$ cat config.mk
export PLATFORM = sky130hd
export DESIGN_NAME = idli_dout_buf_m_flat
export DESIGN_NICKNAME = d
export VERILOG_FILES = /design/src/rtl/idli_dout_buf_m_if.sv /design/src/rtl/idli_dout_buf_m.sv /design/src/flat_wrapper.sv
export SDC_FILE = /design/constraint.sdc
export NUM_CORES = 1
export LEC_CHECK = 0
export CAP_MARGIN = 15
export CORE_AREA = 2 2 63 65
export DETAILED_ROUTE_END_ITERATION = 16
export DIE_AREA = 0 0 65 67
export DONT_BUFFER_PORTS = 1
export HOLD_SLACK_MARGIN = 0.05
export MAX_ROUTING_LAYER = met4
export PLACE_DENSITY = 0.74
export SLEW_MARGIN = 20
export SYNTH_ARGS = -nofsm -noshare
export SYNTH_HDL_FRONTEND = slang
export SYNTH_SLANG_ARGS = --single-unit
$ cat constraint.sdc
create_clock -name i_dbuf_gck -period 3.3 [get_ports i_dbuf_gck]
set_clock_uncertainty 0.1 [all_clocks]
set_input_delay 0.66 -clock i_dbuf_gck [delete_from_list [all_inputs] [get_ports i_dbuf_gck]]
set_output_delay 0.66 -clock i_dbuf_gck [all_outputs]
set_load 0.005 [all_outputs]
$ cat src/rtl/idli_dout_buf_m_if.sv
`default_nettype none
// ============================================================================
//  Module      : idli_dout_buf_m_if
//  Description : Handshake bundle for the nibble output buffer. Covers the
//                core-side push handshake, pin-side pop handshake, flush
//                control and the level/framing status outputs.
//  Revision    : 1.0 - initial release
// ============================================================================
interface idli_dout_buf_m_if #(
  parameter int DEPTH = 8
);
  localparam int LW = $clog2(DEPTH) + 1;

  // Core side
  logic [3:0]    i_dbuf_din;
  logic          i_dbuf_din_vld;
  logic          o_dbuf_din_acp;
  // Pin side
  logic [3:0]    o_dbuf_dout;
  logic          o_dbuf_dout_vld;
  logic          i_dbuf_dout_acp;
  // Control / status
  logic          i_dbuf_flush;
  logic [LW-1:0] o_dbuf_level;
  logic          o_dbuf_word_pend;
  logic          o_dbuf_word_done;

  // Environment view: drives core nibbles, pin accept and flush
  modport master (
    output i_dbuf_din, i_dbuf_din_vld, i_dbuf_dout_acp, i_dbuf_flush,
    input  o_dbuf_din_acp, o_dbuf_dout, o_dbuf_dout_vld, o_dbuf_level,
           o_dbuf_word_pend, o_dbuf_word_done
  );

  // Buffer view
  modport slave (
    input  i_dbuf_din, i_dbuf_din_vld, i_dbuf_dout_acp, i_dbuf_flush,
    output o_dbuf_din_acp, o_dbuf_dout, o_dbuf_dout_vld, o_dbuf_level,
           o_dbuf_word_pend, o_dbuf_word_done
  );
endinterface
`default_nettype wire

$ cat src/rtl/idli_dout_buf_m.sv
`default_nettype none
// ============================================================================
//  Module      : idli_dout_buf_m
//  Description : Nibble-wide FIFO between the core data-output handshake and
//                the chip output pins, with word framing (WORD_NIBS nibbles,
//                LSB nibble first) tracked on both push and pop sides.
//                Optional macro IDLI_DBUF_BYPASS_EN: zero-latency bypass of
//                an empty buffer.
//  Revision    : 1.0 - initial release
// ============================================================================
module idli_dout_buf_m #(
  parameter int DEPTH     = 8,
  parameter int WORD_NIBS = 4
) (
  input  logic               i_dbuf_gck,
  input  logic               i_dbuf_rst,
  idli_dout_buf_m_if.slave   bus
);

  localparam int AW = $clog2(DEPTH);
  localparam int LW = AW + 1;
  localparam int FW = $clog2(WORD_NIBS);
  localparam logic [LW-1:0] C_FULL = LW'(DEPTH);
  localparam logic [FW-1:0] C_LAST = FW'(WORD_NIBS - 1);

  logic [3:0]    r_mem [DEPTH];
  logic [AW-1:0] r_rd_ptr;
  logic [AW-1:0] r_wr_ptr;
  logic [LW-1:0] r_level;
  logic [FW-1:0] r_push_ctr;
  logic [FW-1:0] r_pop_ctr;
  logic          r_word_done;

  logic          w_acp;
  logic          w_vld;
  logic [3:0]    w_dout;
  logic          w_push;
  logic          w_pop;
  logic          w_byp_take;
  logic          w_wr;
  logic          w_rd;

  // Accept depends only on stored level, flush and reset, never on the pin
  // side accept, so a full buffer refuses even when a pop happens that cycle.
  assign w_acp = (r_level != C_FULL) & ~bus.i_dbuf_flush & ~i_dbuf_rst;

`ifdef IDLI_DBUF_BYPASS_EN
  logic w_byp;
  // An empty buffer forwards the core nibble straight to the pins.
  assign w_byp      = (r_level == '0) & bus.i_dbuf_din_vld & ~bus.i_dbuf_flush & ~i_dbuf_rst;
  assign w_vld      = (r_level != '0) | w_byp;
  assign w_dout     = w_byp ? bus.i_dbuf_din : r_mem[r_rd_ptr];
  assign w_byp_take = w_byp & bus.i_dbuf_dout_acp;
`else
  assign w_vld      = (r_level != '0);
  assign w_dout     = r_mem[r_rd_ptr];
  assign w_byp_take = 1'b0;
`endif

  assign w_push = bus.i_dbuf_din_vld & w_acp;
  assign w_pop  = w_vld & bus.i_dbuf_dout_acp;
  // A bypassed nibble counts as pushed and popped but never touches storage.
  assign w_wr   = w_push & ~w_byp_take;
  assign w_rd   = w_pop & ~w_byp_take;

  assign bus.o_dbuf_din_acp   = w_acp;
  assign bus.o_dbuf_dout      = w_dout;
  assign bus.o_dbuf_dout_vld  = w_vld;
  assign bus.o_dbuf_level     = r_level;
  assign bus.o_dbuf_word_pend = (r_push_ctr != '0);
  assign bus.o_dbuf_word_done = r_word_done;

  // Storage array: written on a stored push, no reset needed on contents.
  always_ff @(posedge i_dbuf_gck) begin
    if (w_wr) begin
      r_mem[r_wr_ptr] <= bus.i_dbuf_din;
    end
  end

  // Pointers and level; flush returns everything to empty.
  always_ff @(posedge i_dbuf_gck or posedge i_dbuf_rst) begin
    if (i_dbuf_rst) begin
      r_rd_ptr <= '0;
      r_wr_ptr <= '0;
      r_level  <= '0;
    end else if (bus.i_dbuf_flush) begin
      r_rd_ptr <= '0;
      r_wr_ptr <= '0;
      r_level  <= '0;
    end else begin
      if (w_wr) begin
        r_wr_ptr <= r_wr_ptr + AW'(1);
      end
      if (w_rd) begin
        r_rd_ptr <= r_rd_ptr + AW'(1);
      end
      if (w_wr & ~w_rd) begin
        r_level <= r_level + LW'(1);
      end else if (w_rd & ~w_wr) begin
        r_level <= r_level - LW'(1);
      end
    end
  end

  // Word framing: push/pop nibble counters and the word-drained pulse.
  always_ff @(posedge i_dbuf_gck or posedge i_dbuf_rst) begin
    if (i_dbuf_rst) begin
      r_push_ctr  <= '0;
      r_pop_ctr   <= '0;
      r_word_done <= 1'b0;
    end else if (bus.i_dbuf_flush) begin
      r_push_ctr  <= '0;
      r_pop_ctr   <= '0;
      r_word_done <= 1'b0;
    end else begin
      if (w_push) begin
        r_push_ctr <= r_push_ctr + FW'(1);
      end
      if (w_pop) begin
        r_pop_ctr <= r_pop_ctr + FW'(1);
      end
      r_word_done <= w_pop & (r_pop_ctr == C_LAST);
    end
  end

endmodule
`default_nettype wire

$ cat src/flat_wrapper.sv
// flat-port wrapper written by rule: the top's interface ports become plain ports
module idli_dout_buf_m_flat 
#(
  parameter int DEPTH     = 8,
  parameter int WORD_NIBS = 4
)
  (i_dbuf_gck, i_dbuf_rst, bus_i_dbuf_din, bus_i_dbuf_din_vld, bus_i_dbuf_dout_acp, bus_i_dbuf_flush, bus_o_dbuf_din_acp, bus_o_dbuf_dout, bus_o_dbuf_dout_vld, bus_o_dbuf_level, bus_o_dbuf_word_pend, bus_o_dbuf_word_done);
  idli_dout_buf_m_if #(.DEPTH(DEPTH)) bus_i ();
  input  logic i_dbuf_gck;
  input  logic i_dbuf_rst;
  input wire logic [$bits(bus_i.i_dbuf_din)-1:0] bus_i_dbuf_din;
  input wire logic [$bits(bus_i.i_dbuf_din_vld)-1:0] bus_i_dbuf_din_vld;
  input wire logic [$bits(bus_i.i_dbuf_dout_acp)-1:0] bus_i_dbuf_dout_acp;
  input wire logic [$bits(bus_i.i_dbuf_flush)-1:0] bus_i_dbuf_flush;
  output wire logic [$bits(bus_i.o_dbuf_din_acp)-1:0] bus_o_dbuf_din_acp;
  output wire logic [$bits(bus_i.o_dbuf_dout)-1:0] bus_o_dbuf_dout;
  output wire logic [$bits(bus_i.o_dbuf_dout_vld)-1:0] bus_o_dbuf_dout_vld;
  output wire logic [$bits(bus_i.o_dbuf_level)-1:0] bus_o_dbuf_level;
  output wire logic [$bits(bus_i.o_dbuf_word_pend)-1:0] bus_o_dbuf_word_pend;
  output wire logic [$bits(bus_i.o_dbuf_word_done)-1:0] bus_o_dbuf_word_done;
  assign bus_i.i_dbuf_din = bus_i_dbuf_din;
  assign bus_i.i_dbuf_din_vld = bus_i_dbuf_din_vld;
  assign bus_i.i_dbuf_dout_acp = bus_i_dbuf_dout_acp;
  assign bus_i.i_dbuf_flush = bus_i_dbuf_flush;
  assign bus_o_dbuf_din_acp = bus_i.o_dbuf_din_acp;
  assign bus_o_dbuf_dout = bus_i.o_dbuf_dout;
  assign bus_o_dbuf_dout_vld = bus_i.o_dbuf_dout_vld;
  assign bus_o_dbuf_level = bus_i.o_dbuf_level;
  assign bus_o_dbuf_word_pend = bus_i.o_dbuf_word_pend;
  assign bus_o_dbuf_word_done = bus_i.o_dbuf_word_done;
  idli_dout_buf_m #(.DEPTH(DEPTH), .WORD_NIBS(WORD_NIBS)) u_core (.i_dbuf_gck(i_dbuf_gck), .i_dbuf_rst(i_dbuf_rst), .bus(bus_i));
endmodule
==> results.md, run 1 <==
Outcome:
- The flow ran to the end, and the final reports show no timing, DRC or antenna violations.

Power:
- The maximum vdd ir drop is around 0.34 mV.
- The total power is 1430 uW.
- Summed over all cells, the static leakage comes to 0.000833 uW.
- In this run the power density over the cells is approximately 630 mW/mm^2.

Synth:
- The number of different library cells used by synthesis comes to 36.
- The portion of synthesized area spent on multiplexers is 12.4%.
- The post-synthesis instance area is 0.00215 sq mm.
- For this run, the number of Yosys warnings is 0.
- Counting flops with a built-in enable in the synthesized netlist gives 32.
- After Yosys synthesis, and, or, nand and nor cells account for 11.8% of the synthesized area.
- The main combinational cell family by area after synthesis is multiplexers.
- Sequential elements use 62.2% of the synthesized area.
- In this run the mean area of a mapped cell was 14.5 sq um.
- When the netlist entered floorplanning its net count stood at 164.
- Among all flip-flop cells after synthesis, the most frequent one is sky130_fd_sc_hd__edfxtp_1.
- The cell count after synthesis came out at 148.
- Counting flops with an async set or reset pin after synthesis yields a share of 31.9%.
- The fraction of the mapped netlist area in adder cells is under 10%.
- The area share of xor/xnor cells in the synthesized design is under 10%.
- The share of the synthesized area in compound gates (AO/OA/AOI/OAI) is 4.37%.
- Counting flops and latches in the post-synthesis netlist gives 47.

Clocking:
- The post-cts hold buffer count is 0.
- The TritonCTS sink count is 47.
- Counting the buffers created by CTS gives 5.
- TritonCTS built the clock tree.
- The H-tree generated during clock tree synthesis spans 2 levels.
- Once the clock tree was built, the resizer swapped 0 gates to a different size.
- The buffer depth of the longest clock path is 2.
- For the worst-skew pair, the clock arrives at the later sink with an insertion delay of 0.29 ns.
- After clock tree synthesis, the clock-pin slew on the worst setup and hold paths is 0.08 ns.
- Clock tree synthesis selected as its root buffer the cell sky130_fd_sc_hd__clkbuf_8.
- The post-CTS setup buffer count is 0.

Worst setup path:
- The startpoint identified for the worst register-to-register timing path is u_core.bus.o_dbuf_level[0]$_DFFE_PP0P_.
- The internal reg-to-reg setup slack is 0.82 ns.
- The worst-path maximum fanout is 10.
- At the worst endpoint, the arrival time is 1.90 ns.
- The worst reg2reg path depth is 7.
- STA classifies the critical path endpoint as an output pin.
- The critical path starts at u_core.r_rd_ptr[0]$_DFFE_PP0P_.
- At the worst endpoint, the required time is 2.54 ns.
- In this run the critical register-to-register path is captured at u_core.bus.o_dbuf_level[3]$_DFFE_PP0P_.
- The kind of critical path is flop to output pin.
- The type of origin of the critical path is a flop.

Die:
- The number of rows created at floorplan is 22.
- The die is ~65 um wide.
- The floorplan step defined a die boundary enclosing 0.00436 sq mm.
- After floorplanning, the core was sized to cover 0.00361 sq mm.
- From bottom edge to top edge, the die measures 67 um.
- Pin placement for this block handled 21 I/O pins.
- For this configuration, the core starts out at a cell density of 59.6%.

Routing:
- The number of violations reported at the end of detailed-routing iteration 0 is 36.
- The count of vias placed by the detailed router is 1174.
- For this block, the routed nets add up to around 3600 um of wire.
- The iteration count of the initial detailed-routing pass is 4.
- The average wire per standard cell is 18.1 um.
- The final routed DRC violation total is 0.
- The detail-routed via count per cell is 5.90.
- The number of antenna-violating nets in the routed design is 0.

Global routing:
- The global-route wire length before repair is ~6000 um.
- Entering global routing, the biggest net connects 22 pins.
- The number of global-route vias before repair came to 1262.
- For this run, the total global-route usage over all layers was measured as about a fifth.
- The number of antenna violations at the first check in global routing is 0.
- The total grt overflow is 0.

STA:
- The minimum setup slack in the final design is 0.642 ns.
- In this run the tightest slew margin relative to its limit is a little under three fifths.
- Adding up every negative setup slack in the final design gives 0 ns.
- Hold timing on the final database bottoms out at a slack of 0.200 ns.
- The clock period could shrink to roughly 2.7 ns.
- The part of the cycle the worst path needs is 80.6%.
- Setup repair after global routing left no endpoint under its margin.
- The number of hold violations in the final report is 0.
- At the pin with the least slew margin, the transition time is 0.664 ns.
- Setup violations remaining at the end of the flow were counted as 0.
- The count of pins over their slew limit is 0.
- Derived from the worst setup path, the maximum achievable clock frequency is 376 MHz.

Hold path:
- The path type of the worst min-delay path is input port to asynchronous set/reset pin.

Finish:
- In the layout the commonest cells are 32 x sky130_fd_sc_hd__edfxtp_1, 15 x sky130_fd_sc_hd__dfrtp_1, 14 x sky130_fd_sc_hd__nor2_1.
- 0 antenna diodes ended up in the layout.
- From synthesis to final layout, the design area changed by 5.77%.
- Cells with a size suffix above 1 make up ~18% of the layout.
- The count of nets after finishing is approximately 170.
- The fraction of the core area covered by cells at the end of the flow is 63.0%.
- Fill cells in the final layout number 288.
- The leading cell type in the layout, fill and taps excluded is sky130_fd_sc_hd__edfxtp_1.

Placement:
- Detailed placement ended at an HPWL of 2600 um.
- The post-placement setup slack is roughly 0.83 ns.
- At the end of routability-driven placement, the weighted congestion stood at 0.823.
- Port buffering added 0 buffers.

Flow run:
- The number of max-cap violations is 0.
[per-stage QoR]
step,instances,area (sq um)
finish,199,2270
detailed placement,192,2190
global placement,192,2190
CTS,199,2270
global route,199,2270
floorplan,148,2150
[critical path: stages, from the launching register on]
cell and delay (ns):
sky130_fd_sc_hd__dfrtp_1 0.71, sky130_fd_sc_hd__mux4_2 0.59, sky130_fd_sc_hd__mux2_2 0.30
[registers in the layout, indices dropped and copies added (netlist names)]
signal / flops
u_core.bus.o_dbuf_level: 4
u_core.bus.o_dbuf_word_done: 1
u_core.r_mem: 32
u_core.r_pop_ctr: 2
u_core.r_push_ctr: 2
u_core.r_rd_ptr: 3
u_core.r_wr_ptr: 3
[where the power goes]
| group | total, uW | internal (uW) | switching (uW) | leakage [uW] |
|---|---|---|---|---|
| clock network | 320 | 141 | 179 | 0.0000414 |
| logic | 352 | 187 | 164 | 0.000299 |
| registers | 755 | 671 | 84.4 | 0.000492 |
| total | 1430 | 1000 | 428 | 0.000833 |
[metal layers]
metal / wire, um / track usage, % / vias to the layer above
met5: 0 / - / -
met2: 1890 / 33.6 / 33
met3: 173 / 5.41 / 6
met1: 1480 / 22.4 / 584
met4: 57 / 7.71 / 0
li1: - / - / 551
[synthesized netlist by cell type, drive strengths merged, types with 3 or more instances]
library cell	n	area, sq um
edfxtp	32	961
dfrtp	15	375
nor2	14	52.6
nand2	11	41.3
inv	8	30.0
mux4	8	180
mux2	7	86.3
ha	6	75.1
nor3	5	25.0
nand3	4	25.0
xor2	4	35.0
a21oi	3	15.0
clkbuf	3	11.3
nor3b	3	27.5
[worst max-delay path by stage]
stage / endpoint / cells after the start
6_report: bus_o_dbuf_dout[0] / 2
5_1_grt: bus_o_dbuf_dout[0] / 2
4_1_cts: bus_o_dbuf_dout[0] / 2
3_5_place_dp: u_core.bus.o_dbuf_level[3]$_DFFE_PP0P_ / 7
3_3_place_gp: u_core.r_mem[1][2]$_DFFE_PP_ / 4
2_1_floorplan: u_core.bus.o_dbuf_level[3]$_DFFE_PP0P_ / 7
[layout make-up]
class | instances | area, sq um | share of cell area [%]
clock buffers | 5 | 68.8 | 3.03
clock inverters | 2 | 8.76 | 0.385
inverters | 8 | 30.0 | 1.32
multi-input cells | 88 | 761 | 33.5
flip-flops and latches | 47 | 1340 | 58.8
well taps | 48 | 60.1 | 2.64
repair buffers | 1 | 7.51 | 0.330
[logic make-up (layout without fill, tap and decap cells)]
family,after synthesis,in the layout
AOI/OAI and AO/OA,12,12
buffers and inverters,13,16
DFF,47,47
xor gates and xnor gates,6,6
adders and majority gates,7,7
and+or+nand+nor,48,48
muxes,15,15
No activity file was read; power rests on OpenSTA's default activity.
==> inputs of run 2 (changes only) <==
- CORE_AREA: 2 2 63 65 -> 2 2 65 67
- DIE_AREA: 0 0 65 67 -> 0 0 67 69
- PLACE_DENSITY: 0.74 -> 0.73
- clock period: 3.3 -> 2.15 ns (I/O delays scaled with it)
==> run 2 against run 1 <==
First-iteration DRC count grew 110%. Global-route usage fell by 0.11 points. Combinational power rose to 2.5 times the previous value. Critical path depth grew 2. Critical endpoint is now bus_o_dbuf_din_acp. The flow now finishes with violations (setup timing). Utilization up 3.3 points.
==> results.md, run 2 (synthesis gave the netlist of run 1 again) <==
Outcome:
- Status: complete, but fails checks (was completed).
- The checks that failed: setup timing.

STA:
- Derived from the worst setup path, the maximum achievable clock frequency is 446 MHz.
- The count of pins over their slew limit is 0 (unchanged).
- The final worst hold slack is 0.0908 ns (was 0.200 ns).
- For the finished layout, the period the worst path requires is 2.24 ns.
- The worst max-slew margin expressed relative to the limit was 61.6% (was 55.4%).
- The part of the cycle the worst path needs is 104%.
- Setup repair after global routing missed its margin: yes (was no).
- The number of hold violations in the final report is 0 (unchanged).
- The measured slew at the worst slew-check pin is 0.575 ns (was 0.664 ns).
- The count of final setup violators was 5 (was 0).
- The minimum setup slack in the final design was -0.0915 ns (was 0.642 ns).

Die:
- The floorplan die width is 67 um (was 65 um).
- The core area is 0.00391 sq mm (was 0.00361 sq mm).
- The effective utilization at floorplan was 54.9% (was 59.6%).
- The number of rows created at floorplan is 23 (was 22).
- The I/O pin total is 21 (unchanged).
- The overall die area is 0.00462 sq mm (was 0.00436 sq mm).
- The overall die height is 69 um (was 67 um).

Finish:
- The area of all placed cells without fillers came to 0.00259 sq mm (was 0.00227 sq mm).
- The number of flip-flops in the largest register is 32 (unchanged).
- The synthesis-to-layout area growth is 20.8% (was 5.77%).
- The count of antenna diodes in the layout is 0 (unchanged).
- The fraction of final layout cells sized beyond drive strength 1 is 36.1% (was 17.9%).
- The count of nets after finishing is 195 (was 167).
- The non-filler instance count after layout is 230 (was 199).
- The leading cell type in the layout, fill and taps excluded is sky130_fd_sc_hd__edfxtp_1 (unchanged).
- Most frequent cells in the layout: 32 x sky130_fd_sc_hd__edfxtp_1, 25 x sky130_fd_sc_hd__buf_4, 14 x sky130_fd_sc_hd__nor2_1 (was 32 x sky130_fd_sc_hd__edfxtp_1, 15 x sky130_fd_sc_hd__dfrtp_1, 14 x sky130_fd_sc_hd__nor2_1).
- The register containing the most flip-flops in the final layout is u_core.r_mem (unchanged).

Routing:
- The number of antenna-violating nets in the routed design came to 0 (unchanged).
- The total detailed-routing wirelength came to 3990 um (was 3600 um).
- The final routed DRC violation total is 0 (unchanged).
- The count of vias placed by the detailed router is 1310 (was 1174).
- The average wire per standard cell is 17.4 um (was 18.1 um).
- The detail-routed via count per cell is 5.70 (was 5.90).
- The iteration count of the initial detailed-routing pass is 4 (unchanged).
- The number of violations reported at the end of detailed-routing iteration 0 is 77 (was 36).

Clocking:
- The clock-pin slew of the registers on the worst-case setup and hold paths is 0.08 ns (about the same).
- The TritonCTS sink count is 47 (unchanged).
- The clock network latency to the later pin of the worst-skew pair was 0.29 ns (about the same).
- The CTS root buffer is sky130_fd_sc_hd__clkbuf_8 (unchanged).
- The CTS tree is done (unchanged).
- The buffer depth of the longest clock path was 2 (unchanged).
- The total CTS buffers is 5 (unchanged).
- The deepest level of the CTS H-tree came to 2 (unchanged).

Global routing:
- The number of antenna violations at the first check in global routing is 0 (unchanged).
- The number of global-route vias before repair is 1337 (was 1262).
- The global router's overall resource usage came to 19.7% (was 19.8%).
- The total grt overflow is 0 (unchanged).
- The largest net degree at the start of global routing was 22 (unchanged).
- The global-route wire length before repair is 6440 um (was 6020 um).

Placement:
- The number of placed instances, taps included is 212 (was 192).
- The count of buffers from port buffering is 0 (unchanged).
- The global placer's final weighted congestion is 0.834 (was 0.823).
- The standard cell area after detailed placement is 0.00237 sq mm (was 0.00219 sq mm).
- The post-placement setup slack came to -0.0558 ns (was 0.829 ns).
- The detailed placement HPWL was 2760 um (was 2600 um).

Worst setup path:
- The critical path data required time is 1.62 ns (was 2.54 ns).
- The worst-path maximum fanout is 2 (was 10).
- The type of origin of the critical path is a flop (unchanged).
- The critical path capture point is bus_o_dbuf_din_acp (was bus_o_dbuf_dout[0]).
- The launch point of the critical path is u_core.bus.o_dbuf_level[1]$_DFFE_PP0P_ (was u_core.r_rd_ptr[0]$_DFFE_PP0P_).
- The kind of critical path was flop to output pin (unchanged).
- The signal arrival time at the worst endpoint came to 1.71 ns (was 1.90 ns).
- The internal reg-to-reg setup slack is -0.01 ns (was 0.82 ns).
- The capturing element type of the critical path is an output pin (unchanged).
- The reg-to-reg critical path endpoint is u_core.bus.o_dbuf_level[3]$_DFFE_PP0P_ (unchanged).
- The worst reg2reg path depth is 8 (was 7).
- The source of the worst register-to-register timing path was u_core.bus.o_dbuf_level[2]$_DFFE_PP0P_ (was u_core.bus.o_dbuf_level[0]$_DFFE_PP0P_).

Power:
- The part of the power in combinational logic is 35.5% (was 24.6%).
- The reported leakage power is 0.000996 uW (was 0.000833 uW).
- The total internal power was 1750 uW (was 1000 uW).
- The sequential group share of total power is 44.5% (was 52.9%).
- The total power was 2480 uW (was 1430 uW).
- The maximum vdd ir drop came to 0.543 mV (was 0.340 mV).
- The fraction of power spent switching nets is 29.7% (was 30.0%).
- The clock share of power was 20.0% (was 22.4%).
- The switching power of the nets is 738 uW (was 428 uW).
- The power density normalized to cell area is 957 mW/mm^2 (was 628 mW/mm^2).

Flow run:
- The number of max-cap violations is 0 (unchanged).

Hold path:
- The start point of the worst min-delay path is bus_i_dbuf_flush.
- The path type of the worst min-delay path is input port to flop (was input port to asynchronous set/reset pin).
## run 2: cell types whose count changed in the layout (fill, tap and decap cells not counted), moves of 2 or more
| cell | previous run | this run |
|---|---|---|
| sky130_fd_sc_hd__buf_4 | 1 | 25 |
| sky130_fd_sc_hd__dfrtp_1 | 15 | 12 |
| sky130_fd_sc_hd__mux2_2 | 5 | 1 |
| sky130_fd_sc_hd__dfrtp_2 | 0 | 3 |
| sky130_fd_sc_hd__mux2_4 | 2 | 6 |
| sky130_fd_sc_hd__buf_6 | 0 | 2 |
## run 2: power groups by stage
| stage | clock [uW] | sequential [uW] | combinational [uW] |
|---|---|---|---|
| after floorplan | 0 | 1130 | 528 |
| after global placement | 0 | 1120 | 707 |
| after detailed placement | 0 | 1130 | 730 |
| after CTS | 509 | 1100 | 835 |
| after global routing | 545 | 1110 | 971 |
| final | 496 | 1110 | 883 |
## run 2: metrics by stage
stage,setup TNS (ns),util [%]
floorplan,-0.156,-
global placement,0,60.6
detailed placement,-0.0745,60.6
CTS,-0.189,65.2
global route,-0.494,66.3
finish,-0.119,66.3
## run 2: worst min path at each step
stage                                                        end  slack [ns]  depth (start not counted)
final                             u_core.r_wr_ptr[0]$_DFFE_PP0P_        0.09                          1
after global routing             u_core.r_pop_ctr[1]$_DFFE_PP0P_        0.07                          1
after CTS                         u_core.r_wr_ptr[0]$_DFFE_PP0P_        0.08                          1
after detailed placement          u_core.r_wr_ptr[1]$_DFFE_PP0P_        0.31                          1
after global placement            u_core.r_wr_ptr[1]$_DFFE_PP0P_        0.30                          1
after floorplan           u_core.bus.o_dbuf_level[3]$_DFFE_PP0P_        0.23                          1
## run 2: worst max-delay path: stages, from the launching register on
cell and delay [ns]:
sky130_fd_sc_hd__dfrtp_2 0.42, sky130_fd_sc_hd__or4b_4 0.58, sky130_fd_sc_hd__buf_6 0.15, sky130_fd_sc_hd__nor3b_4 0.15, sky130_fd_sc_hd__buf_4 0.13
## run 2: layer usage
layer	track usage, %	up-vias	routed length [um]
met4	6.35	0	49
met3	5.55	7	248
met5	-	-	0
met2	33.1	40	2180
li1	-	611	-
met1	22.2	652	1520
## run 2: final cells by class
type,instances,area (sq um)
Sequential cell,47,1340
Fill cell,287,1320
Multi-Input combinational cell,88,838
Timing Repair Buffer,29,240
Clock buffer,5,68.8
Tap cell,50,62.6
Inverter,8,30.0
Clock inverter,3,15.0
## run 2: what timing repair did
item                                    CTS  global route
hold endpoints to repair                 15             0
pin swaps                                 1            11
endpoints found under the setup margin    8            17
setup buffers                             5             4
hold buffers                              1             0
gates cloned                              0             0
resized for setup                         9             5
==> inputs of run 3 (changes only) <==
- PLACE_DENSITY: 0.73 -> 0.74
==> run 3 against run 2 <==
The run still ends with setup timing left. Fmax grew 3.2%. Global-route usage rose by 0.55 points. Worst setup slack improved by 0.069 ns. Cell count is 3.0% lower. First-iteration DRC count rose by 14%. Clock power increased by 23%. Critical path depth is 4 higher. Worst hold slack improved by 0.0026 ns. Sequential cell count is the same. Critical endpoint is now u_core.bus.o_dbuf_level[3]$_DFFE_PP0P_. Highest routed layer unchanged.
==> results.md, run 3 (synthesis gave the netlist of run 1 again) <==
Global routing:
- The number of global-route vias before repair was 1347 (was 1337).
- The total grt overflow was 0 (unchanged).
- The global router's overall resource usage is 20.2% (was 19.7%).
- The busiest layer in global routing is met2 (unchanged).
- The met2 global-route usage is 33.6% (was 33.1%).
- The largest net degree at the start of global routing is 22 (unchanged).
- The global-route wire length before repair is 6680 um (was 6440 um).
- The number of antenna violations at the first check in global routing is 0 (unchanged).
- The met1 demand-to-capacity share in global routing came to 22.6% (was 22.2%).
- The met3 demand-to-capacity share in global routing came to 5.87% (was 5.55%).

STA:
- The count of final setup violators is 2 (was 5).
- The measured slew at the worst slew-check pin is 0.577 ns (was 0.575 ns).
- The number of hold violations in the final report is 0 (unchanged).
- Setup repair after global routing missed its margin: yes (unchanged).
- The achievable clock frequency is 460 MHz (was 446 MHz).
- The part of the cycle the worst path needs is 101% (was 104%).
- The count of pins over their slew limit is 0 (unchanged).
- The worst max-slew margin expressed relative to the limit is 61.3% (was 61.6%).
- The minimum setup slack in the final design was -0.0226 ns (was -0.0915 ns).
- The minimum period implied by the final worst setup slack came to 2.17 ns (was 2.24 ns).
- The final worst hold slack is 0.0934 ns (was 0.0908 ns).

Flow run:
- The number of max-cap violations is 0 (unchanged).

Placement:
- The count of buffers from port buffering is 0 (unchanged).
- The number of placed instances, taps included is 210 (was 212).
- The global placer's final weighted congestion is 0.740 (was 0.834).
- The detailed placement HPWL came to 2910 um (was 2760 um).

Outcome:
- Status: complete, but fails checks (unchanged).
- Violated checks: setup timing (unchanged).

Die:
- The core area is 0.00391 sq mm (unchanged).
- The floorplan die width was 67 um (unchanged).
- The overall die height is 69 um (unchanged).
- The number of rows created at floorplan is 23 (unchanged).
- The effective utilization at floorplan is 54.9% (unchanged).
- The I/O pin total came to 21 (unchanged).
- The overall die area was 0.00462 sq mm (unchanged).

Finish:
- The register containing the most flip-flops in the final layout is u_core.r_mem (unchanged).
- Most frequent cells in the layout: 32 x sky130_fd_sc_hd__edfxtp_1, 19 x sky130_fd_sc_hd__buf_4, 14 x sky130_fd_sc_hd__nor2_1 (was 32 x sky130_fd_sc_hd__edfxtp_1, 25 x sky130_fd_sc_hd__buf_4, 14 x sky130_fd_sc_hd__nor2_1).
- The number of fill cells was 302 (was 287).
- The non-filler instance count after layout is 223 (was 230).
- The number of flip-flops in the largest register is 32 (unchanged).
- The fraction of final layout cells sized beyond drive strength 1 came to 32.9% (was 36.1%).
- The count of antenna diodes in the layout came to 0 (unchanged).
- The synthesis-to-layout area growth came to 19.0% (was 20.8%).
- The leading cell type in the layout, fill and taps excluded is sky130_fd_sc_hd__edfxtp_1 (unchanged).
- The count of nets after finishing is 188 (was 195).

Worst setup path:
- The source of the worst register-to-register timing path is u_core.bus.o_dbuf_level[1]$_DFFE_PP0P_ (was u_core.bus.o_dbuf_level[2]$_DFFE_PP0P_).
- The worst-path maximum fanout is 4 (was 2).
- The internal reg-to-reg setup slack is -0.02 ns (was -0.01 ns).
- The critical path capture point is u_core.bus.o_dbuf_level[3]$_DFFE_PP0P_ (was bus_o_dbuf_din_acp).
- The critical path data required time is 2.28 ns (was 1.62 ns).
- The type of origin of the critical path is a flop (unchanged).
- The signal arrival time at the worst endpoint is 2.30 ns (was 1.71 ns).
- The kind of critical path is flop to flop (was flop to output pin).
- The worst reg2reg path depth was 8 (unchanged).
- The launch point of the critical path is u_core.bus.o_dbuf_level[1]$_DFFE_PP0P_ (unchanged).
- The reg-to-reg critical path endpoint is u_core.bus.o_dbuf_level[3]$_DFFE_PP0P_ (unchanged).
- The capturing element type of the critical path is a flop (was output pin).

Clocking:
- The CTS root buffer is sky130_fd_sc_hd__clkbuf_8 (unchanged).
- The clock-pin slew of the registers on the worst-case setup and hold paths was 0.08 ns (about the same).
- The clock network latency to the later pin of the worst-skew pair was 0.29 ns (about the same).
- The buffer depth of the longest clock path was 2 (unchanged).
- The deepest level of the CTS H-tree is 2 (unchanged).
- The CTS tree was done (unchanged).
- The TritonCTS sink count is 47 (unchanged).
- The total CTS buffers is 5 (unchanged).

Routing:
- The final routed DRC violation total is 0 (unchanged).
- The total detailed-routing wirelength is 3970 um (was 3990 um).
- The number of antenna-violating nets in the routed design is 0 (unchanged).
- The iteration count of the initial detailed-routing pass is 4 (unchanged).
- The detail-routed via count per cell is 5.76 (was 5.70).
- The count of vias placed by the detailed router is 1284 (was 1310).
- The average wire per standard cell is 17.8 um (was 17.4 um).
- The number of violations reported at the end of detailed-routing iteration 0 is 88 (was 77).

Power:
- The power density normalized to cell area is 1010 mW/mm^2 (was 957 mW/mm^2).
- The maximum vdd ir drop is 0.715 mV (was 0.543 mV).
- The total power is 2580 uW (was 2480 uW).
- The reported leakage power is 0.000974 uW (was 0.000996 uW).

Hold path:
- The path type of the worst min-delay path is input port to flop (unchanged).
==> run 3: area by class of cell <==
class                   instances  area (sq um)  area share (%)
flip-flops and latches         47          1340            52.4
well taps                      50          62.6            2.45
inverters                       8          30.0            1.17
clock buffers                   5          68.8            2.69
repair buffers                 22           184            7.19
clock inverters                 3          38.8            1.52
multi-input cells              88           833            32.6
==> run 3: per-stage QoR <==
step                      setup slack [ns]  utilization (%)  TNS [ns]  cell area, sq um
after CTS                          -0.0331             65.1    -0.128              2550
after global placement             0.00609             60.3         0              2360
after detailed placement           -0.0784             60.3    -0.448              2360
after global routing               -0.0984             65.3    -0.479              2560
final                              -0.0226             65.3   -0.0271              2560
after floorplan                    -0.0625                -    -0.156              2180
==> run 3: how the worst min path moves through the flow <==
stage                     depth (start not counted)                                      to              from  slack [ns]
after global routing                              1  u_core.bus.o_dbuf_level[1]$_DFFE_PP0P_  bus_i_dbuf_flush        0.08
final                                             1  u_core.bus.o_dbuf_level[1]$_DFFE_PP0P_  bus_i_dbuf_flush        0.09
after CTS                                         1  u_core.bus.o_dbuf_level[1]$_DFFE_PP0P_  bus_i_dbuf_flush        0.08
after global placement                            1        u_core.r_push_ctr[0]$_DFFE_PP0P_        i_dbuf_rst        0.30
after floorplan                                   1  u_core.bus.o_dbuf_level[3]$_DFFE_PP0P_        i_dbuf_rst        0.23
after detailed placement                          1  u_core.bus.o_dbuf_level[3]$_DFFE_PP0P_        i_dbuf_rst        0.32
==> run 3: critical path, cell delays in order, from the launching register on <==
cell	delay, ns
sky130_fd_sc_hd__dfrtp_2	0.41
sky130_fd_sc_hd__buf_4	0.15
sky130_fd_sc_hd__o41ai_4	0.37
sky130_fd_sc_hd__nand3_4	0.15
sky130_fd_sc_hd__ha_4	0.28
sky130_fd_sc_hd__a21o_1	0.12
sky130_fd_sc_hd__a21oi_2	0.08
sky130_fd_sc_hd__a2111o_1	0.37
sky130_fd_sc_hd__nand4_1	0.08
==> run 3: routing by layer <==
metal / up-vias / share of wire [%]
li1: 599 / -
met1: 649 / 39
met2: 28 / 55
met3: 8 / 4.4
met4: 0 / 1.5
met5: - / 0
==> run 3: report_power, final <==
group	total [uW]	internal, uW	switching [uW]	leakage (uW)
clock network	612	340	272	0.0000556
registers	1110	1030	72.8	0.000488
logic	858	477	381	0.000430
total	2580	1850	726	0.000974
==> run 3: what timing repair did <==
item	4_1_cts	5_1_grt
endpoints found under the setup margin	12	8
gates resized for setup	9	1
cloned	0	0
pin swaps	8	3
hold buffers	1	0
hold endpoints to repair	15	0
setup buffers	4	1
